$ cat src/rtl/disp_scan_ctrl.sv
// Time-multiplexed scan controller for a 4-digit common-anode seven-segment display.
// Double-buffered load with frame-boundary commit, ghost blanking and leading-zero suppression.
module disp_scan_ctrl #(
    parameter int unsigned PRESCALE     = 1000,
    parameter int unsigned BLANK_CYCLES = 16
) (
    input  logic        i_clk,
    input  logic        i_rst,
    input  logic        i_en,
    input  logic        i_lz_blank,
    input  logic        i_ld_valid,
    output logic        o_ld_ready,
    input  logic [15:0] i_ld_data,
    input  logic [3:0]  i_ld_dp,
    output logic [3:0]  o_nib,
    output logic [3:0]  o_an,
    output logic        o_dp_n,
    output logic        o_frame_tick
);

    localparam int unsigned CntW = (PRESCALE > 1) ? $clog2(PRESCALE) : 1;
    localparam logic [CntW-1:0] CntMax   = CntW'(PRESCALE - 1);
    localparam logic [CntW-1:0] BlankEnd = CntW'(BLANK_CYCLES);

    logic [CntW-1:0] r_cnt;
    logic [1:0]      r_digit;
    logic [15:0]     r_disp;
    logic [3:0]      r_dp;
    logic [15:0]     r_shadow;
    logic [3:0]      r_shadow_dp;
    logic            r_pending;

    logic [3:0]      w_sup;
    logic            w_on;
    logic            w_lit;
    logic            w_frame_tick;
    logic            w_commit;
    logic            w_accept;

    always_comb begin
        w_sup[0] = 1'b0;
        w_sup[3] = i_lz_blank && (r_disp[15:12] == 4'h0);
        w_sup[2] = w_sup[3] && (r_disp[11:8] == 4'h0);
        w_sup[1] = w_sup[2] && (r_disp[7:4] == 4'h0);

        o_nib = r_disp[3:0];
        case (r_digit)
            2'd0: o_nib = r_disp[3:0];
            2'd1: o_nib = r_disp[7:4];
            2'd2: o_nib = r_disp[11:8];
            2'd3: o_nib = r_disp[15:12];
            default: o_nib = r_disp[3:0];
        endcase

        w_on         = (r_cnt >= BlankEnd);
        w_lit        = w_on && !w_sup[r_digit];
        w_frame_tick = (r_digit == 2'd3) && (r_cnt == CntMax);

        o_an         = w_lit ? ~(4'b0001 << r_digit) : 4'b1111;
        o_dp_n       = w_lit ? ~r_dp[r_digit] : 1'b1;
        o_frame_tick = w_frame_tick;
        o_ld_ready   = ~r_pending;

        // With the scan stopped there is no frame boundary to wait for.
        w_commit = r_pending && (w_frame_tick || !i_en);
        w_accept = i_ld_valid && !r_pending;
    end

    always_ff @(posedge i_clk) begin
        if (i_rst) begin
            r_cnt       <= '0;
            r_digit     <= 2'd0;
            r_disp      <= 16'h0000;
            r_dp        <= 4'h0;
            r_shadow    <= 16'h0000;
            r_shadow_dp <= 4'h0;
            r_pending   <= 1'b0;
        end else begin
            if (!i_en) begin
                r_cnt   <= '0;
                r_digit <= 2'd0;
            end else if (r_cnt == CntMax) begin
                r_cnt   <= '0;
                r_digit <= r_digit + 2'd1;
            end else begin
                r_cnt   <= r_cnt + 1'b1;
            end

            if (w_commit) begin
                r_disp    <= r_shadow;
                r_dp      <= r_shadow_dp;
                r_pending <= 1'b0;
            end else if (w_accept) begin
                r_shadow    <= i_ld_data;
                r_shadow_dp <= i_ld_dp;
                r_pending   <= 1'b1;
            end
        end
    end

endmodule

$ cat config.mk
export PLATFORM = sky130hd
export DESIGN_NAME = disp_scan_ctrl
export DESIGN_NICKNAME = d
export VERILOG_FILES = /design/src/rtl/disp_scan_ctrl.sv
export SDC_FILE = /design/constraint.sdc
export NUM_CORES = 1
export LEC_CHECK = 0
export BUFFER_PORTS_ARGS = -buffer_cell sky130_fd_sc_hd__buf_2
export CAP_MARGIN = 20
export CORE_UTILIZATION = 30
export CTS_CLUSTER_SIZE = 28
export DETAILED_ROUTE_END_ITERATION = 12
export PLACE_DENSITY = 0.45
export SLEW_MARGIN = 15
export SYNTH_ARGS = -nofsm -noshare
export SYNTH_HDL_FRONTEND = slang
export SYNTH_SLANG_ARGS = --single-unit
$ cat constraint.sdc
create_clock -name i_clk -period 1.93 [get_ports i_clk]
set_clock_uncertainty 0.1 [all_clocks]
set_input_delay 0.0965 -clock i_clk [delete_from_list [all_inputs] [get_ports i_clk]]
set_output_delay 0.0965 -clock i_clk [all_outputs]
set_load 0.02 [all_outputs]
==> results of run 1 <==
-- routing by layer --
| metal | vias to the layer above | track usage | wire [um] |
|---|---|---|---|
| li1 | 1060 | - | - |
| met1 | 905 | 0.1953 | 2919 |
| met2 | 41 | 0.1975 | 2290 |
| met3 | 6 | 0.03366 | 210 |
| met4 | 0 | 0.05385 | 92 |
| met5 | - | 0 | 0 |
-- cells in the final DEF, fill, tap and decap left out, types with 2 or more instances in the layout --
cell type       n
a222oi_1        4
nand2_1        46
ha_1            3
inv_1           9
dlygate4sd3_1  21
buf_4          20
nor4_1          2
xor2_1          2
ha_2            3
mux2i_1        25
nor2_1         18
xnor2_1         6
nor3_1          2
dfxtp_4         2
clkbuf_8        5
dfxtp_2         6
nand2b_1       41
buf_6           4
buf_2          29
bufinv_16       2
nand3_1        11
a21oi_1        20
or4_4           2
dfxtp_1        45
-- flip-flops by register name (all words and copies together), names as in the netlist --
register,count
r_pending,1
r_shadow,16
r_shadow_dp,4
r_digit,2
r_cnt,10
r_disp,16
r_dp,4
-- power by group through the flow --
stage               combinational [uW]  clock [uW]  sequential (uW)
floorplan                          126           0             1170
CTS                                215         934             1150
global placement                   182           0             1170
finish                             214         902             1150
global route                       240         978             1150
detailed placement                 181           0             1180
-- metrics by stage --
stage	power (uW)	hold WS (ns)	TNS (ns)
finish	2263	0.1014	-0.1971
global route	2371	0.1083	-0.9830
CTS	2298	0.1022	-0.3612
detailed placement	1357	0.2418	0
global placement	1357	0.2418	0
floorplan	1295	0.1325	0
-- cell type report --
cell class | count | area share
clock buffers | 5 | 0.02102
multi-input cells | 201 | 0.4033
well taps | 102 | 0.03899
repair buffers | 75 | 0.1743
inverters | 10 | 0.01261
clock inverters | 3 | 0.02102
flip-flops and latches | 53 | 0.3287
-- synth_stat cells --
cell	count
dfxtp_1	53
nand2_1	46
nand2b_1	41
mux2i_1	25
a21oi_1	21
nor2_1	18
nand3_1	11
clkbuf_1	10
inv_1	10
ha_1	7
xnor2_1	6
a222oi_1	4
nor3_1	3
buf_12	2
nor4_1	2
or4_1	2
xor2_1	2
a31o_4	1
a31oi_1	1
and2_2	1
buf_1	1
buf_2	1
mux4_2	1
nand2_4	1
nand3b_1	1
nand4_1	1
nor2b_1	1
nor4_4	1
o211ai_1	1
or2_1	1
or2_4	1
or3_2	1
-- worst paths after layout --
kind	from	end	slack, ns
setup / recovery	r_disp[8]$_SDFFE_PP0P_	o_an[2]	-0.05
hold / removal	i_en	r_digit[0]$_SDFFE_PP0N_	0.10
setup reg to reg	r_cnt[3]$_SDFF_PP0_	r_disp[5]$_SDFFE_PP0P_	0.15
hold reg to reg	r_shadow[12]$_SDFFE_PP0P_	r_shadow[12]$_SDFFE_PP0P_	0.36
-- tightest hold or removal path: cells and delay by family --
family,cells,cell delay (ns)
simple gates,2,0.29
buf+inv,1,0.09
-- cell families (layout without fill, tap and decap cells) --
| kind of cell | count (synthesis) | after routing | share of synthesized area |
|---|---|---|---|
| flops | 53 | 53 | 0.4298 |
| simple gates | 132 | 132 | 0.2742 |
| compound gates | 28 | 28 | 0.07147 |
| fa+ha+maj | 7 | 7 | 0.03548 |
| mux | 26 | 26 | 0.1105 |
| xor+xnor | 8 | 8 | 0.02838 |
| buf+inv | 24 | 93 | 0.05018 |
-- repair_timing --
| item | 4_1_cts | 5_1_grt |
|---|---|---|
| hold endpoints to repair | 21 | 0 |
| setup endpoints to repair | 10 | 10 |
| buffers inserted | 3 | 7 |
| pin swaps | 9 | 8 |
| resized for setup | 19 | 11 |
| hold buffers | 21 | 0 |
==> metrics.txt, run 1 <==
status=finished with violations; failing checks=negative setup slack; post-synth top area cell=dfxtp_1; synthesized area per cell=between 8 and 9 um^2; worst endpoint required time=about 1.7 ns; CTS tree=done; non-filler cells, final=roughly 450; Comb pwr share=0.094; Synth Cell Area=roughly 0.0025 mm^2; Final Hold Viols=0; Fillers=~830; Final HPWL DP=~3.8 mm; synthesized net count=310; fin area=roughly 0.0033 mm^2; Yosys reg bits=53; hold crit path type=in -> reg; ANT nets after route=0; clock share of power=0.399; P_sw=501.7 uW; total number of vias=2012; Layout area overhead=32.59%; TritonCTS buffer count=5; cell area power density=691.5 mW/mm^2; CP peak stage delay=about 0.55 ns; Sink Count=53; Placed Area=between 0.002 and 0.003 mm^2; top cells by area, synth=dfxtp_1 43%, nand2b_1 10%, mux2i_1 10%, nand2_1 7.0%, a21oi_1 4.3%; cells after synthesis=278; Routed WL=approximately 5.5 mm; Critical Path AT=1.79 ns; CTS clock-pin slew for the worst setup and hold paths=around 0.1 ns; Slew headroom=0.6700; final routed DRC violation total=0; Yosys top cell area share=0.4298; critical path's top delay family=simple AND/OR/NAND/NOR gates; Clock Path Buffers=2; Crit-path slowest cell=or4_4; largest net degree at the start of global routing=62; Final Slew Violations=0; fin nets=about 380; final worst-path setup slack=-0.05281 ns; critical path depth=5; Synth warnings=0; Die Ht=92.71 um; actual slew at the worst max-slew pin=approximately 0.50 ns; area of the multi-input gates=between 0.001 and 0.0015 mm^2; initial antenna violation count=0; CP Cell Sequence=or4_4, a21oi_2, o211ai_1, nand3_1, buf_6; Final Setup Violations=5; die area=between 0.008 and 0.009 mm^2; sequential share of the synthesized area=0.4298; P_int=about 1800 uW; number of instances in the placed design=410; max-cap violations=0; htree depth=2; GR Util All Layers=0.1372; global-route wire length before repair=between 9 and 10 mm; I/O Pins=36; Congestion Overflow GR=0; Clock Latency Late Sink=0.31 ns; Setup CP Type=reg -> out; DR WL/cell=12.28 um; endpoint class of the critical path=output pin; Storage cell area=0.001076 mm^2; post-synth cell types=32; ant diodes=0; crit-path max FO=5; Lkg Pwr=about 0.0013 uW; initial DRC count=91; peak supply drop=0.4324 mV; placer congestion estimate=~0.7; # port buffers=35; Fmax=between 0.5 and 0.6 GHz; worst path buffer plus inverter count=1; R2R depth=6; worst hold stages=3; die width=between 90 and 100 um; crit share post-route=1.027; crit start category=register; share of layout cells above drive strength 1=0.2478; root buffer cell=clkbuf_8; Starting Density=0.3146; Flop pwr share=0.507; Post-Route Utilization=0.4171; Sw Share=0.2217; crit path time final=approximately 2.0 ns; unrepaired setup endpoints after global routing=yes; Core Box Area=between 0.007 and 0.008 mm^2; drt pass-1 iters=5; Rows=32; vias in the first global route=roughly 1900; DP Worst Slack=0.1932 ns; Via density=4.481
Power figures use the tool's default switching activity.
==> inputs of run 2 (changes only) <==
- SETUP_SLACK_MARGIN: default -> 0.2
==> run 2 against run 1 <==
Net effect: the run still ends with negative setup slack left; routed wire length grew 4.5%; critical path type unchanged; critical path depth did not move; sequential cell count is the same; critical endpoint unchanged; total power is 11% lower; largest cell class unchanged; non-clock buffer count up 13; register-to-register slack worse by 0.02 ns; worst setup slack improved by 0.0051 ns; largest power group unchanged; count of clock-buffer cells in the layout up 2; first-iteration DRC count is 11% lower; sequential power about the same.
==> metrics.txt, run 2 (same netlist as run 1, synthesis figures left out) <==
total number of vias=~2100; DR WL/cell=about 12 um; global-route wire length before repair=9.549 mm; Final HPWL DP=3.771 mm; Clock Latency Late Sink=about 0.3 ns; ant diodes=0; Clock Path Buffers=2; GRT met1 Usage=0.2047; critical path's top delay family=simple AND/OR/NAND/NOR gates; initial DRC count=between 80 and 90; I/O Pins=36; max-cap violations=0; Final TNS setup=-0.1739 ns; reg-to-reg setup timing slack=0.13 ns; drt pass-1 iters=6; met3 GRT Util=0.02545; root buffer cell=clkbuf_8; hold-critical path endpoint=r_cnt[4]$_SDFF_PP0_; final worst-path setup slack=-0.04775 ns; Via density=about 4.5; # port buffers=35; share of layout cells above drive strength 1=0.2917; grt peak-use layer=met2; crit start category=register; Fmax=0.5056 GHz; CP Cell Sequence=or4_4, a21oi_2, o211ai_1, nand3_1, buf_6; Post-Route Utilization=0.4357; GR Util All Layers=0.1402; Die Ht=92.71 um; crit share post-route=1.025; Starting Density=0.3146; placer congestion estimate=roughly 0.74; Layout area overhead=38.52%; largest net degree at the start of global routing=62; Final Slew Violations=0; worst reg2reg startpoint=r_cnt[0]$_SDFF_PP0_; most common cell after layout, fill and taps aside=nand2_1; CTS tree=done; ANT nets after route=0; Crit-path slowest cell=or4_4; Final Setup Violations=5; CTS clock-pin slew for the worst setup and hold paths=approximately 0.1 ns; worst endpoint required time=roughly 1.7 ns; TritonCTS buffer count=5; worst hold stages=3; die width=around 93 um; clock share of power=0.309; status=finished with violations; Hold Crit Start=i_en; actual slew at the worst max-slew pin=0.5024 ns; Largest regs=r_disp (16), r_shadow (16), r_cnt (10); met2 Usage GRT=0.2080; Flop pwr share=0.572; Critical Path AT=about 1.8 ns; Placed Area=around 0.0028 mm^2; fin nets=391; end of the worst register-to-register path=r_disp[8]$_SDFFE_PP0P_; Rows=32; Comb pwr share=0.119; Lkg Pwr=approximately 0.0013 uW; die area=between 0.008 and 0.009 mm^2; htree depth=2; R2R depth=8; Core Box Area=0.007848 mm^2; hold slack=roughly 0.11 ns; vias in the first global route=between 1500 and 2000; CP peak stage delay=roughly 0.53 ns; hold crit path type=in -> reg; peak supply drop=between 0.2 and 0.25 mV; P_sw=490.1 uW; crit-path max FO=5; endpoint class of the critical path=output pin; Final Hold Viols=0; crit path time final=approximately 2 ns; worst path buffer plus inverter count=1; Power Total=2005 uW; unrepaired setup endpoints after global routing=yes; Sink Count=between 50 and 60; Sw Share=0.2444; Slew headroom=0.6651; Congestion Overflow GR=0; fin area=0.003420 mm^2; P_int=around 1500 uW; initial antenna violation count=0; final routed DRC violation total=0; failing checks=negative setup slack; Setup CP Type=reg -> out; cell area power density=586.5 mW/mm^2; commonest non-fill, non-tap cells in the layout=46 x nand2_1, 42 x dfxtp_1, 41 x nand2b_1; Routed WL=about 5.8 mm
## run 2: changes by cell type in the layout (fill, tap and decap cells not counted), moves of 3 or more
cell,change
buf_6,+4
dfxtp_1,-3
buf_4,+11
buf_2,-4
## run 2: area by class of cell
class / instances / area (um^2)
inverters: 10 / 45.04
clock buffers: 7 / 76.32
clock inverters: 1 / 7.507
fillers: 842 / 4428
flip-flops and latches: 53 / 1082
repair buffers: 88 / 725.7
well taps: 102 / 127.6
multi-input cells: 201 / 1355
## run 2: per-stage QoR
stage                     std cells  worst slack, ns
final                           462         -0.04775
after detailed placement        409           0.1530
after CTS                       452         -0.06795
after global routing            462          -0.1888
after global placement          409           0.2002
after floorplan                 278           0.2233
## run 2: what timing repair did
item	4_1_cts	5_1_grt
endpoints found under the setup margin	34	38
setup buffers	13	10
cloned	1	0
pin swaps	13	10
gates resized for setup	39	11
endpoints found under the hold margin	21	0
hold buffers	21	0
## run 2: worst min-delay path, cell delays in order
cell and delay (ns):
buf_2 0.09, nand2b_1 0.17, nor2_1 0.13
## run 2: how the worst max path moves through the flow
stage,depth (start not counted),start,slack (ns),end
final,5,r_disp[9]$_SDFFE_PP0P_,-0.05,o_an[2]
after global routing,5,r_disp[5]$_SDFFE_PP0P_,-0.19,o_an[0]
after CTS,5,r_disp[5]$_SDFFE_PP0P_,-0.07,o_an[3]
after detailed placement,6,r_cnt[0]$_SDFF_PP0_,0.15,r_disp[3]$_SDFFE_PP0P_
after global placement,5,r_digit[0]$_SDFFE_PP0N_,0.20,o_nib[1]
after floorplan,6,r_cnt[0]$_SDFF_PP0_,0.22,r_disp[10]$_SDFFE_PP0P_
## run 2: layer usage
metal,share of wire,up-vias,routed length (um)
li1,-,1076,-
met3,0.028,5,163
met5,0,-,0
met2,0.43,37,2452
met4,0.012,0,70
met1,0.53,945,3074
## run 2: power by group through the flow
stage / clock (uW) / sequential (uW) / combinational, uW
after floorplan: 0 / 1170 / 126
after global placement: 0 / 1180 / 179
after detailed placement: 0 / 1180 / 179
after CTS: 642 / 1150 / 235
after global routing: 687 / 1150 / 267
final: 619 / 1150 / 239
